$ cat src/rtl/s_axil_pkg.sv
// Shared encodings for the AXI4-Lite write slave of the DFX sequencer register file.
package s_axil_pkg;

  typedef enum logic [1:0] {
    ST_COLLECT = 2'd0,
    ST_COMMIT  = 2'd1,
    ST_RESP    = 2'd2
  } state_t;

  localparam logic [1:0] BANK_SEL_BANK0 = 2'b00;
  localparam logic [1:0] BANK_SEL_BANK1 = 2'b01;

  localparam logic [1:0] RESP_OKAY   = 2'b00;
  localparam logic [1:0] RESP_SLVERR = 2'b10;

  localparam int BANK0_OFF_CONTROL = 0;
  localparam int BANK0_OFF_ENDCNT  = 3;

  // Bit positions inside the bank0 one-hot set vector.
  localparam int BANK0_SET_CONTROL = 0;
  localparam int BANK0_SET_ENDCNT  = 1;
  localparam int BANK0_NUM_SETS    = 2;

  localparam int BANK1_REG_SRC_ADDR = 0;
  localparam int BANK1_REG_SRC_SIZE = 1;
  localparam int BANK1_REG_DES_ADDR = 2;
  localparam int BANK1_REG_DES_SIZE = 3;
  localparam int BANK1_REG_STATUS   = 4;
  localparam int BANK1_REG_PROFILE  = 5;

endpackage

$ cat src/rtl/s_axil_wr_decode.sv
// Combinational write-target decode: address/strobe/lock to bank0/bank1 one-hot selects,
// bank1 slot and an error flag.
module s_axil_wr_decode
  import s_axil_pkg::*;
#(
  parameter int ADDR_WIDTH        = 16,
  parameter int BANK1_INDEX_WIDTH = 2,
  parameter int BANK1_NUM_REGS    = 6,
  parameter int STRB_WIDTH        = 4
) (
  input  logic [ADDR_WIDTH-1:0]        addr,
  input  logic [STRB_WIDTH-1:0]        strb,
  input  logic                         lock,
  output logic [BANK0_NUM_SETS-1:0]    bank0_set,
  output logic [BANK1_NUM_REGS-1:0]    bank1_set,
  output logic [BANK1_INDEX_WIDTH-1:0] slot,
  output logic                         err
);

  localparam int OFF_WIDTH = ADDR_WIDTH - 8;

  logic [1:0]                  bank_sel;
  logic [OFF_WIDTH-1:0]        bank0_off;
  logic [3:0]                  reg_idx;
  logic                        upper_nonzero;
  logic                        reg_in_range;
  logic                        strb_full;
  logic [BANK0_NUM_SETS-1:0]   bank0_hit;
  logic [BANK1_NUM_REGS-1:0]   reg_hit;
  logic                        bank0_ok;
  logic                        bank1_ok;
  logic                        unused_addr_lsbs;

  assign bank_sel         = addr[ADDR_WIDTH-1:ADDR_WIDTH-2];
  assign bank0_off        = addr[ADDR_WIDTH-3:6];
  assign slot             = addr[BANK1_INDEX_WIDTH+5:6];
  assign reg_idx          = addr[5:2];
  assign unused_addr_lsbs = ^addr[1:0];
  assign strb_full        = &strb;
  assign reg_in_range     = ({1'b0, reg_idx} < 5'(BANK1_NUM_REGS));

  // Address bits between the slot field and the bank select must be zero for bank1.
  generate
    if (ADDR_WIDTH - 8 > BANK1_INDEX_WIDTH) begin : g_upper
      assign upper_nonzero = |addr[ADDR_WIDTH-3:BANK1_INDEX_WIDTH+6];
    end else begin : g_no_upper
      assign upper_nonzero = 1'b0;
    end
  endgenerate

  generate
    for (genvar gi = 0; gi < BANK1_NUM_REGS; gi++) begin : g_reg_hit
      assign reg_hit[gi] = (reg_idx == 4'(gi));
    end
  endgenerate

  assign bank0_hit[BANK0_SET_CONTROL] = (bank0_off == OFF_WIDTH'(BANK0_OFF_CONTROL));
  assign bank0_hit[BANK0_SET_ENDCNT]  = (bank0_off == OFF_WIDTH'(BANK0_OFF_ENDCNT));

  assign bank0_ok = (bank_sel == BANK_SEL_BANK0) && (|bank0_hit) && strb_full;
  assign bank1_ok = (bank_sel == BANK_SEL_BANK1) && reg_in_range && !upper_nonzero
                    && !lock && strb_full;

  assign err       = !(bank0_ok || bank1_ok);
  assign bank0_set = bank0_ok ? bank0_hit : '0;
  assign bank1_set = bank1_ok ? reg_hit : '0;

endmodule

$ cat src/rtl/s_axil_write_ctrl.sv
// AXI4-Lite write slave: collects AW and W in any order, commits one decoded set pulse,
// then returns OKAY/SLVERR and counts errors.
module s_axil_write_ctrl
  import s_axil_pkg::*;
#(
  parameter int ADDR_WIDTH        = 16,
  parameter int DATA_WIDTH        = 32,
  parameter int BANK1_INDEX_WIDTH = 2,
  parameter int BANK1_NUM_REGS    = 6,
  parameter int ERR_CNT_WIDTH     = 8
) (
  input  logic                         clk,
  input  logic                         reset,
  input  logic [ADDR_WIDTH-1:0]        S_AXI_AWADDR,
  input  logic                         S_AXI_AWVALID,
  output logic                         S_AXI_AWREADY,
  input  logic [DATA_WIDTH-1:0]        S_AXI_WDATA,
  input  logic [DATA_WIDTH/8-1:0]      S_AXI_WSTRB,
  input  logic                         S_AXI_WVALID,
  output logic                         S_AXI_WREADY,
  output logic [1:0]                   S_AXI_BRESP,
  output logic                         S_AXI_BVALID,
  input  logic                         S_AXI_BREADY,
  input  logic                         ext_bank1_lock,
  output logic [DATA_WIDTH-1:0]        ext_wr_data,
  output logic [BANK1_INDEX_WIDTH-1:0] ext_bank1_index,
  output logic [BANK1_NUM_REGS-1:0]    ext_bank1_set,
  output logic                         ext_bank0_set_control,
  output logic                         ext_bank0_set_endCnt,
  output logic [ERR_CNT_WIDTH-1:0]     ext_err_cnt
);

  localparam int STRB_WIDTH = DATA_WIDTH / 8;

  state_t                       state_reg, state_next;
  logic                         aw_full_reg;
  logic [ADDR_WIDTH-1:0]        aw_addr_reg;
  logic                         w_full_reg;
  logic [DATA_WIDTH-1:0]        w_data_reg;
  logic [STRB_WIDTH-1:0]        w_strb_reg;
  logic [1:0]                   bresp_reg;
  logic [DATA_WIDTH-1:0]        wr_data_reg;
  logic [BANK1_INDEX_WIDTH-1:0] bank1_index_reg;
  logic [ERR_CNT_WIDTH-1:0]     err_cnt_reg;

  logic                         aw_hs;
  logic                         w_hs;
  logic                         in_commit;
  logic                         enter_commit;
  logic [ADDR_WIDTH-1:0]        cur_addr;
  logic [STRB_WIDTH-1:0]        cur_strb;
  logic [DATA_WIDTH-1:0]        cur_data;
  logic [BANK0_NUM_SETS-1:0]    dec_bank0_set;
  logic [BANK1_NUM_REGS-1:0]    dec_bank1_set;
  logic [BANK1_INDEX_WIDTH-1:0] dec_slot;
  logic                         dec_err;

  assign S_AXI_AWREADY = (state_reg == ST_COLLECT) && !aw_full_reg && !reset;
  assign S_AXI_WREADY  = (state_reg == ST_COLLECT) && !w_full_reg && !reset;
  assign S_AXI_BVALID  = (state_reg == ST_RESP);
  assign S_AXI_BRESP   = bresp_reg;

  assign aw_hs     = S_AXI_AWVALID && S_AXI_AWREADY;
  assign w_hs      = S_AXI_WVALID && S_AXI_WREADY;
  assign in_commit = (state_reg == ST_COMMIT);

  // Holding register if filled, otherwise the live channel; in COMMIT both are full.
  assign cur_addr = aw_full_reg ? aw_addr_reg : S_AXI_AWADDR;
  assign cur_strb = w_full_reg ? w_strb_reg : S_AXI_WSTRB;
  assign cur_data = w_full_reg ? w_data_reg : S_AXI_WDATA;

  s_axil_wr_decode #(
    .ADDR_WIDTH        (ADDR_WIDTH),
    .BANK1_INDEX_WIDTH (BANK1_INDEX_WIDTH),
    .BANK1_NUM_REGS    (BANK1_NUM_REGS),
    .STRB_WIDTH        (STRB_WIDTH)
  ) u_decode (
    .addr      (cur_addr),
    .strb      (cur_strb),
    .lock      (ext_bank1_lock),
    .bank0_set (dec_bank0_set),
    .bank1_set (dec_bank1_set),
    .slot      (dec_slot),
    .err       (dec_err)
  );

  always_comb begin
    state_next = state_reg;
    case (state_reg)
      ST_COLLECT: if ((aw_full_reg || aw_hs) && (w_full_reg || w_hs)) state_next = ST_COMMIT;
      ST_COMMIT:  state_next = ST_RESP;
      ST_RESP:    if (S_AXI_BREADY) state_next = ST_COLLECT;
      default:    state_next = ST_COLLECT;
    endcase
  end

  assign enter_commit = (state_reg == ST_COLLECT) && (state_next == ST_COMMIT);

  always_ff @(posedge clk) begin
    if (reset) begin
      state_reg       <= ST_COLLECT;
      aw_full_reg     <= 1'b0;
      aw_addr_reg     <= '0;
      w_full_reg      <= 1'b0;
      w_data_reg      <= '0;
      w_strb_reg      <= '0;
      bresp_reg       <= RESP_OKAY;
      wr_data_reg     <= '0;
      bank1_index_reg <= '0;
      err_cnt_reg     <= '0;
    end else begin
      state_reg <= state_next;
      if (aw_hs) begin
        aw_full_reg <= 1'b1;
        aw_addr_reg <= S_AXI_AWADDR;
      end
      if (w_hs) begin
        w_full_reg <= 1'b1;
        w_data_reg <= S_AXI_WDATA;
        w_strb_reg <= S_AXI_WSTRB;
      end
      if ((state_reg == ST_RESP) && S_AXI_BREADY) begin
        aw_full_reg <= 1'b0;
        w_full_reg  <= 1'b0;
      end
      // Data and slot are loaded on the way into COMMIT so they are valid with the pulse.
      if (enter_commit) begin
        wr_data_reg     <= cur_data;
        bank1_index_reg <= dec_slot;
      end
      if (in_commit) begin
        bresp_reg <= dec_err ? RESP_SLVERR : RESP_OKAY;
        if (dec_err && (err_cnt_reg != '1)) err_cnt_reg <= err_cnt_reg + 1'b1;
      end
    end
  end

  assign ext_wr_data           = wr_data_reg;
  assign ext_bank1_index       = bank1_index_reg;
  assign ext_err_cnt           = err_cnt_reg;
  assign ext_bank1_set         = in_commit ? dec_bank1_set : '0;
  assign ext_bank0_set_control = in_commit && dec_bank0_set[BANK0_SET_CONTROL];
  assign ext_bank0_set_endCnt  = in_commit && dec_bank0_set[BANK0_SET_ENDCNT];

endmodule

$ cat config.mk
export PLATFORM = sky130hd
export DESIGN_NAME = s_axil_write_ctrl
export DESIGN_NICKNAME = d
export VERILOG_FILES = /design/src/rtl/s_axil_pkg.sv /design/src/rtl/s_axil_wr_decode.sv /design/src/rtl/s_axil_write_ctrl.sv
export SDC_FILE = /design/constraint.sdc
export NUM_CORES = 1
export LEC_CHECK = 0
export CORE_ASPECT_RATIO = 0.7
export CORE_UTILIZATION = 48
export DETAILED_ROUTE_END_ITERATION = 10
export PLACE_DENSITY = 0.8
export SETUP_SLACK_MARGIN = 0.1
export SYNTH_ARGS = -nofsm -noshare
export SYNTH_HDL_FRONTEND = slang
export SYNTH_SLANG_ARGS = --single-unit
$ cat constraint.sdc
create_clock -name clk -period 2.14 [get_ports clk]
set_input_delay 0.428 -clock clk [delete_from_list [all_inputs] [get_ports clk]]
set_output_delay 0.428 -clock clk [all_outputs]
set_load 0.02 [all_outputs]
; Word-level counts from Yosys, hierarchy flattened
; Cells that the tools add are included.
[totals]
ff_bits = 100
output_inout_bits = 55
wordCells = 69
[classes]
n_addsub = 1
magnitude_cmp = 1
n_eq_ne = 11
muxes = 10
n_reduce_logical = 36
[op_table]
columns = cell, count
row1 = $mux W32, 1
row2 = $logic_and A1 B1 Y1, 18
row3 = $mux W16, 1
row4 = $mux W6, 2
row5 = $add A8 B1 Y8 const B, 1
row6 = $eq A4 B2 Y1 const B, 2
row7 = $eq A4 B3 Y1 const B, 2
row8 = $eq A8 B2 Y1 const B, 1
row9 = $logic_not A8 Y1, 1
row10 = $mux W2, 4
row11 = $ne A8 B8 Y1 const B, 1
row12 = $eq A2 B1 Y1 const B, 3
row13 = $logic_not A1 Y1, 6
row14 = $pmux W2 S3, 1
row15 = $reduce_or A6 Y1, 1
row16 = $eq A4 B1 Y1 const B, 1
row17 = $logic_not A2 Y1, 2
row18 = $logic_not A4 Y1, 1
row19 = $lt A4 B3 Y1 const B, 1
row20 = $mux W4, 1
row21 = $reduce_and A4 Y1, 1
row22 = $reduce_or A2 Y1, 2
row23 = $logic_or A1 B1 Y1, 3
row24 = $eq A2 B2 Y1 const B, 1
row25 = $reduce_and A2 Y1, 1

; Longest topological paths before layout
; Gate-level depths: netlist of the first run.
[depth]
word_depth = 10
mapped_depth = 9
mapped_depth_nobuf = 6

; By module
; From an unflattened synthesis of the first run, not the netlist that was laid out.
[hier_totals]
hier_cells = 505
area_unflattened_um2 = 4446.8
[modules_own_cells]
columns = mod, instances, cells_each, area_per_inst_um2, seq_area_each_um2
row1 = s_axil_write_ctrl, 1, 476, 4219.0, 1981.9
row2 = s_axil_wr_decode, 1, 29, 227.7, 0.0

; Worst setup path after synthesis of the first run
; Ideal clock, no wire load.
[synth_path]
path_type = reg-to-reg
start = register w_full_reg
end = register bank1_index_reg[0] (netlist: ext_bank1_index[0])
setup_ns = 0.134
t_arrival_ns = 2.163
slack_ns = -0.157
path_stages_with_launch = 10
path_buffers = 4
period_less_slack_ns = 2.297
path_cell_list = dfxtp_1 > buf_2 > nor4_2 > and2_1 > buf_2 > nor2_1 > nor4_4 > buf_4 > buf_2 > a211oi_1
[synth_via]
elab_chain_cells = 10
[synth_rtl]
columns = item, line_no
row1 = "start, declared", s_axil_write_ctrl.sv:38  ; logic w_full_reg;
row2 = "start signal, assigned", s_axil_write_ctrl.sv:104  ; w_full_reg <= 1'b0;
row3 = "start signal, assigned", s_axil_write_ctrl.sv:118  ; w_full_reg <= 1'b1;
row4 = "start signal, assigned", s_axil_write_ctrl.sv:124  ; w_full_reg <= 1'b0;
row5 = $logic_not A1 Y1, s_axil_write_ctrl.sv:59  ; assign S_AXI_WREADY = (state_reg == ST_COLLECT) && !w_full_reg && !reset;
row6 = $logic_and A1 B1 Y1 (2 in series), s_axil_write_ctrl.sv:59
row7 = via S_AXI_WREADY, s_axil_write_ctrl.sv:20  ; output logic S_AXI_WREADY,
row8 = $logic_and A1 B1 Y1, s_axil_write_ctrl.sv:64  ; assign w_hs = S_AXI_WVALID && S_AXI_WREADY;
row9 = $logic_or A1 B1 Y1, s_axil_write_ctrl.sv:90  ; ST_COLLECT: if ((aw_full_reg || aw_hs) && (w_full_reg || w_hs)) state_next = ST_COMMIT;
row10 = $logic_and A1 B1 Y1, s_axil_write_ctrl.sv:90
row11 = $mux W2, s_axil_write_ctrl.sv:90
row12 = $pmux W2 S3, s_axil_write_ctrl.sv:89  ; case (state_reg)
row13 = $eq A2 B1 Y1, s_axil_write_ctrl.sv:97  ; assign enter_commit = (state_reg == ST_COLLECT) && (state_next == ST_COMMIT);
row14 = $logic_and A1 B1 Y1, s_axil_write_ctrl.sv:97
row15 = "end signal, assigned", s_axil_write_ctrl.sv:129  ; bank1_index_reg <= dec_slot;
row16 = "end, declared", s_axil_write_ctrl.sv:43  ; logic [BANK1_INDEX_WIDTH-1:0] bank1_index_reg;
; The timed path passes the listed nets, and every way through them passes these cells.
; A chain may end at the register's enable or synchronous reset.

; Worst setup path after layout of the first run
[layout_path]
start = input port S_AXI_AWADDR[9]
end = output port ext_bank1_set[1]
[layout_via]
elab_chain_cells = 8
[layout_rtl]
columns = item, line_no
row1 = "start, declared", s_axil_write_ctrl.sv:14  ; input logic [ADDR_WIDTH-1:0] S_AXI_AWADDR,
row2 = $mux W16, s_axil_write_ctrl.sv:68  ; assign cur_addr = aw_full_reg ? aw_addr_reg : S_AXI_AWADDR;
row3 = $reduce_or A6 Y1, s_axil_wr_decode.sv:45  ; assign upper_nonzero = |addr[ADDR_WIDTH-3:BANK1_INDEX_WIDTH+6];
row4 = $logic_not A1 Y1, s_axil_wr_decode.sv:61  ; assign bank1_ok = (bank_sel == BANK_SEL_BANK1) && reg_in_range && !upper_nonzero
row5 = $logic_and A1 B1 Y1, s_axil_wr_decode.sv:61
row6 = $logic_and A1 B1 Y1 (2 in series), s_axil_wr_decode.sv:62  ; && !lock && strb_full;
row7 = $mux W6, s_axil_wr_decode.sv:66  ; assign bank1_set = bank1_ok ? reg_hit : '0;
row8 = $mux W6, s_axil_write_ctrl.sv:141  ; assign ext_bank1_set = in_commit ? dec_bank1_set : '0;
row9 = "end, declared", s_axil_write_ctrl.sv:27  ; output logic [BANK1_NUM_REGS-1:0] ext_bank1_set,
; No other way between the ends.

==> results of run 1 <==
-- final timing paths --
| path | slack, ps | end | depth (start not counted) |
|---|---|---|---|
| worst max-delay path | -350 | ext_bank1_set[1] | 9 |
| worst min-delay path | 360 | aw_addr_reg[13]$_SDFFE_PP0P_ | 3 |
| worst max register to register | 90 | ext_wr_data[19]$_SDFFE_PP0P_ | 9 |
| worst min register to register | 460 | w_data_reg[14]$_SDFFE_PP0P_ | 2 |
-- through the flow --
| stage | hold WS [ps] | utilization, % | area, um2 |
|---|---|---|---|
| floorplan | 432.3 | - | 4289 |
| global placement | 440.9 | 65.94 | 5590 |
| detailed placement | 447.5 | 65.94 | 5590 |
| CTS | 444.7 | 70.82 | 6005 |
| global route | 367.5 | 75.93 | 6437 |
| finish | 358.3 | 75.93 | 6437 |
-- per-layer routing --
metal / global-route usage, % / part of all wire (%)
met1: 30.88 / 44
met3: 5.887 / 4.7
met2: 44.09 / 49
met4: 7.895 / 1.9
met5: 0 / 0
-- power groups by stage --
stage	Sequential, uW	Clock [uW]	Combinational [uW]
floorplan	2090	0	405
global placement	2020	0	809
detailed placement	2030	0	831
CTS	1990	1690	869
global route	2010	1780	1070
finish	2000	1680	1010
-- final cells by class --
| cell class | instances | share of cell area (%) |
|---|---|---|
| flip-flops and latches | 97 | 30.26 |
| clock buffers | 12 | 4.140 |
| multi-input cells | 365 | 37.61 |
| well taps | 120 | 2.332 |
| inverters | 4 | 0.2332 |
| repair buffers | 149 | 24.65 |
| clock inverters | 4 | 0.7775 |
-- repair_timing --
action / 4_1_cts / 5_1_grt
gates cloned: 2 / 5
setup buffers: 3 / 2
pin swaps: 11 / 38
resized for setup: 69 / 84
endpoints found under the setup margin: 52 / 49
-- cells in the final DEF, fill, tap and decap left out, types with 7 or more instances in the layout --
cell type / Yosys / layout
a211oi_1: 38 / 17
nor2_4: 0 / 16
dlymetal6s2s_1: 0 / 8
nand3_1: 16 / 15
nor2b_1: 8 / 7
dfxtp_1: 97 / 94
buf_6: 0 / 13
buf_4: 5 / 26
mux2i_1: 36 / 35
nor2_1: 57 / 31
nand2_1: 97 / 97
a211oi_2: 0 / 21
clkbuf_16: 0 / 14
clkdlybuf4s50_1: 0 / 82
nor2_2: 0 / 10
a21oi_1: 60 / 57
-- critical path, delay by kind of cell --
family	cells	cell delay, ps
compound gates	1	80
simple gates	5	1100
buf+inv	3	450
-- kinds of logic after synthesis --
| logic type | synth area share, % |
|---|---|
| simple gates | 22.83 |
| compound gates | 16.41 |
| flops | 46.31 |
| buf+inv | 4.506 |
| mux | 9.132 |
| xor+xnor | 0.4179 |
| fa+ha+maj | 0.2984 |
| other cells | 0.08944 |
==> results.md, run 1 <==
- DRC errors left: 1
- Maximum VDD drop: 0.6879 mV
- Synth area leader: dfxtp_1
- Worst-Margin Slew: 659.7 ps
- Sw frac: 27.64%
- I/O pin count: 113
- Placement Setup Slack: -1121 ps
- Critical Path RT: 1710 ps
- Vias/cell: 5.573
- Total GRT Usage: 25.23%
- FP Rows: 28
- Initial core utilization: 49.45%
- Post-Route WL: 12.75 mm
- Post-synth EDFFs: 0
- # diodes: 0
- Hold Crit Class: in2reg
- CP Launch Type: input pin
- Final std cells w/o fill: 751
- Prevailing post-synth register cell: dfxtp_1
- Max Clock Freq: 401.5 MHz
- Unique masters post-synth: 38
- TNS Setup: -2406 ps
- First-pass GRT wire length: 17.97 mm
- Port Buffers: 109
- Flop pwr share: 42.6%
- WS Path Type: in2out
- Sequential-to-total area share from yosys stat: 46.31%
- # setup viols final: 8
- Worst Setup SP: S_AXI_AWADDR[9]
- Cell internal pwr: 3400 uW
- Reg clk slew, reported paths: 60 ps
- Worst R2R Start: w_full_reg$_SDFFE_PP0P_
- CP endpoint kind: output pin
- Maximum clock path buffer count: 2
- Fillers: 636
- Total Nets Final: 685
- Post-Syn Nets: 564
- Total number of yosys warnings: 0
- Initial antenna violation count: 0
- Tmin final: 2491 ps
- Hold buffer count at CTS: 0
- Sw power: 1299 uW
- Mapped cell area: 0.004193 mm2
- Post-Synthesis Cells: 505
- Critical Path AT: 2060 ps
- Drt initial violations: 288
- Vias in the first global route: 3840
- Max-cap violation count: 0
- TritonCTS clock tree: yes
- Die H: 80.20 um
- Area Overhead vs Synth: 53.54%
- Pwr Total: 4699 uW
- Fin crit share: 116.4%
- Crit-path max FO: 4
- Via count: 4185
- Most frequent CP cell: nor2_4
- Placed cell count: 723
- H-tree Lvls: 3
- CP peak stage delay: 540 ps
- Clock sink count: 97
- Clock Latency Late Sink: 340 ps
- Comb pwr share: 21.5%
- Outcome: finished, violations left
- Multi-input logic area: 0.002421 mm2
- Clk pwr share: 35.8%
- Layout cells sized above 1: 22.50%
- Per-cell routed wire length: 16.98 um
- Failing checks: DRC, setup timing
- Slowest-stage cell, CP: or4_4
- Syn_area_per_cell: 8.303 um2
- Gr ovfl total: 0
- Slew Viols, Final: 0
- RSZ-0062 raised after global routing: yes
- P_leak: 0.002295 uW
- Chip Width: 113.7 um
- Final antenna-violating net count: 0
- Reg area: 0.001948 mm2
- Async set-or-reset flop fraction in the synthesized netlist: 0%
- CTS Root Cell: clkbuf_16
- Die area: 0.009119 mm2
- Max_slew headroom: 56.02%
- Largest net degree at the start of global routing: 61
- Worst-path cell chain: clkdlybuf4s15_1 > or4_4 > nor2_4 > o21ai_4 > nor3_2 > buf_4 > nand3_4 > nor2_4 > buf_6
- Yosys top cell area share: 46.31%
- Power density over the cells: 729.9 mW/mm2
- Commonest cells post-synth: dfxtp_1, nand2_1, a21oi_1
- Drt first pass iters: 8
- Top cells by area, synth: dfxtp_1, nand2_1, mux2i_1
- Min-Delay Startpoint: S_AXI_AWADDR[13]
- FF+latch count, synth: 97
- Post-detail-place hpwl: 7.181 mm
- Num CTS Buffers: 9
- GPL Wtd Cong: 0.8778
- Final worst slack: -350.6 ps
- Skew final: 7.624 ps
- Hold Violations, Final: 0
- Core ar.: 0.008478 mm2
Power figures use the tool's default switching activity.
==> run 2: changes to the inputs <==
--- a/config.mk
+++ b/config.mk
@@ -9,6 +9,7 @@
 export CORE_UTILIZATION = 48
 export DETAILED_ROUTE_END_ITERATION = 10
 export PLACE_DENSITY = 0.8
+export RECOVER_POWER = 50
 export SETUP_SLACK_MARGIN = 0.1
 export SYNTH_ARGS = -nofsm -noshare
 export SYNTH_HDL_FRONTEND = slang
==> results.md, run 2 (synthesis results as in run 1) <==
- Skew final: 7.751 ps
- Most common cell after layout, fill and taps aside: nand2_1
- Via count: 4181
- Worst-Margin Slew: 659.0 ps
- Tmin final: 2494 ps
- Core ar.: 0.008478 mm2
- Reg clk slew, reported paths: 70 ps
- Die area: 0.009119 mm2
- Vias/cell: 5.567
- Chip Width: 113.7 um
- FP Rows: 28
- Max_slew headroom: 56.07%
- Total GRT Usage: 25.23%
- Power density over the cells: 730.5 mW/mm2
- TritonCTS clock tree: yes
- Cell internal pwr: 3397 uW
- Hold buffer count at CTS: 0
- Vias in the first global route: 3840
- Hold Violations, Final: 0
- CTS Root Cell: clkbuf_16
- Largest net degree at the start of global routing: 61
- Clk pwr share: 35.8%
- CP endpoint kind: output pin
- Gr ovfl total: 0
- Maximum clock path buffer count: 2
- Worst Setup SP: S_AXI_AWADDR[9]
- CP Launch Type: input pin
- Clock sink count: 97
- RSZ-0062 raised after global routing: yes
- # setup viols final: 28
- Fin crit share: 116.5%
- P_leak: 0.002287 uW
- First-pass GRT wire length: 17.97 mm
- DRC errors left: 1
- Crit path max-delay family: simple AND/OR/NAND/NOR gates
- Total Nets Final: 685
- Failing checks: DRC, setup timing
- GPL Wtd Cong: 0.8778
- Outcome: finished, violations left
- Crit-path max FO: 4
- Reg area: 0.001948 mm2
- Max Clock Freq: 401.0 MHz
- Slew Viols, Final: 0
- Drt first pass iters: 7
- Critical Path AT: 2070 ps
- Port Buffers: 109
- Initial antenna violation count: 0
- Flop pwr share: 42.7%
- CP peak stage delay: 540 ps
- Num CTS Buffers: 9
- Post-Route WL: 12.70 mm
- Drt initial violations: 288
- Maximum VDD drop: 0.6881 mV
- Post-detail-place hpwl: 7.181 mm
- Core Util, Final: 75.71%
- Comb pwr share: 21.4%
- Most frequent CP cell: nor2_4
- Max-cap violation count: 0
- H-tree Lvls: 3
- Initial core utilization: 49.45%
- Area Overhead vs Synth: 53.09%
- Multi-input logic area: 0.002406 mm2
- Sw power: 1292 uW
- Placement Setup Slack: -1121 ps
- Critical Path RT: 1710 ps
- Slowest-stage cell, CP: or4_4
- Fillers: 640
- Worst-path cell chain: clkdlybuf4s15_1 > or4_4 > nor2_4 > o21ai_4 > nor3_2 > buf_4 > nand3_4 > nor2_4 > buf_6
- Die H: 80.20 um
- Hold Crit Class: in2reg
- Layout cells sized above 1: 22.19%
- # diodes: 0
- WS Path Type: in2out
- Commonest cells after routing, fill and taps aside: nand2_1, dfxtp_1, clkdlybuf4s50_1
- Worst R2R Start: state_reg[1]$_SDFF_PP0_
- Per-cell routed wire length: 16.91 um
- Sw frac: 27.55%
- I/O pin count: 113
- Clock Latency Late Sink: 340 ps
- Number of buffers and inverters on the critical path: 3
- Min-Delay Startpoint: S_AXI_AWADDR[13]
- Final antenna-violating net count: 0
- Final worst slack: -353.9 ps
[run 2: power by group through the flow]
stage / Combinational, uW / Clock, uW / Sequential, uW
final: 1010 / 1680 / 2000
after global routing: 1070 / 1780 / 2010
after CTS: 869 / 1690 / 1990
after global placement: 809 / 0 / 2020
after floorplan: 405 / 0 / 2090
after detailed placement: 831 / 0 / 2030
[run 2: per-stage QoR]
stage	instance area [um2]	hold slack (ps)	cells	TNS [ps]	power, uW
2_1_floorplan	4289	432.3	505	-182.0	2494
3_3_place_gp	5590	440.9	723	-10140	2829
3_5_place_dp	5590	447.5	723	-11200	2856
4_1_cts	6005	444.7	744	-2214	4549
5_1_grt	6419	367.5	751	-8562	4862
6_report	6419	358.5	751	-2993	4689
[run 2: path summary, 6_finish.rpt]
kind,endpoint,slack [ps],cells after the start
setup / recovery,ext_bank1_set[1],-350,9
hold / removal,aw_addr_reg[13]$_SDFFE_PP0P_,360,3
setup reg to reg,ext_wr_data[13]$_SDFFE_PP0P_,-90,9
hold reg to reg,w_data_reg[14]$_SDFFE_PP0P_,460,2
[run 2: final cells by class]
cell class              instances  area share (%)
multi-input cells             365           37.49
flip-flops and latches         97           30.35
repair buffers                149           24.66
clock buffers                  12           4.152
well taps                     120           2.339
clock inverters                 4          0.7797
inverters                       4          0.2339
[run 2: layer usage]
metal / GRT usage [%] / up-vias / routed length [um]
met5: 0 / - / 0
met4: 7.895 / 0 / 240
met3: 5.887 / 25 / 536
met2: 44.09 / 139 / 6248
met1: 30.88 / 2017 / 5675
li1: - / 2000 / -
[run 2: worst reg2reg max path: stages, from the launching register on]
cell and delay, ps:
dfxtp_1 300, clkbuf_1 200, nor4_1 390, and2_4 240, nor2_4 40, nor4_4 300, buf_6 230, clkbuf_16 210
nor2_4 50, a211oi_2 190
[run 2: repair_timing]
| item | 4_1_cts | 5_1_grt |
|---|---|---|
| hold endpoints to repair | 0 | 0 |
| setup endpoints to repair | 52 | 49 |
| cloned | 2 | 5 |
| gates resized for setup | 69 | 84 |
| pin swaps | 11 | 38 |
| setup buffers | 3 | 2 |
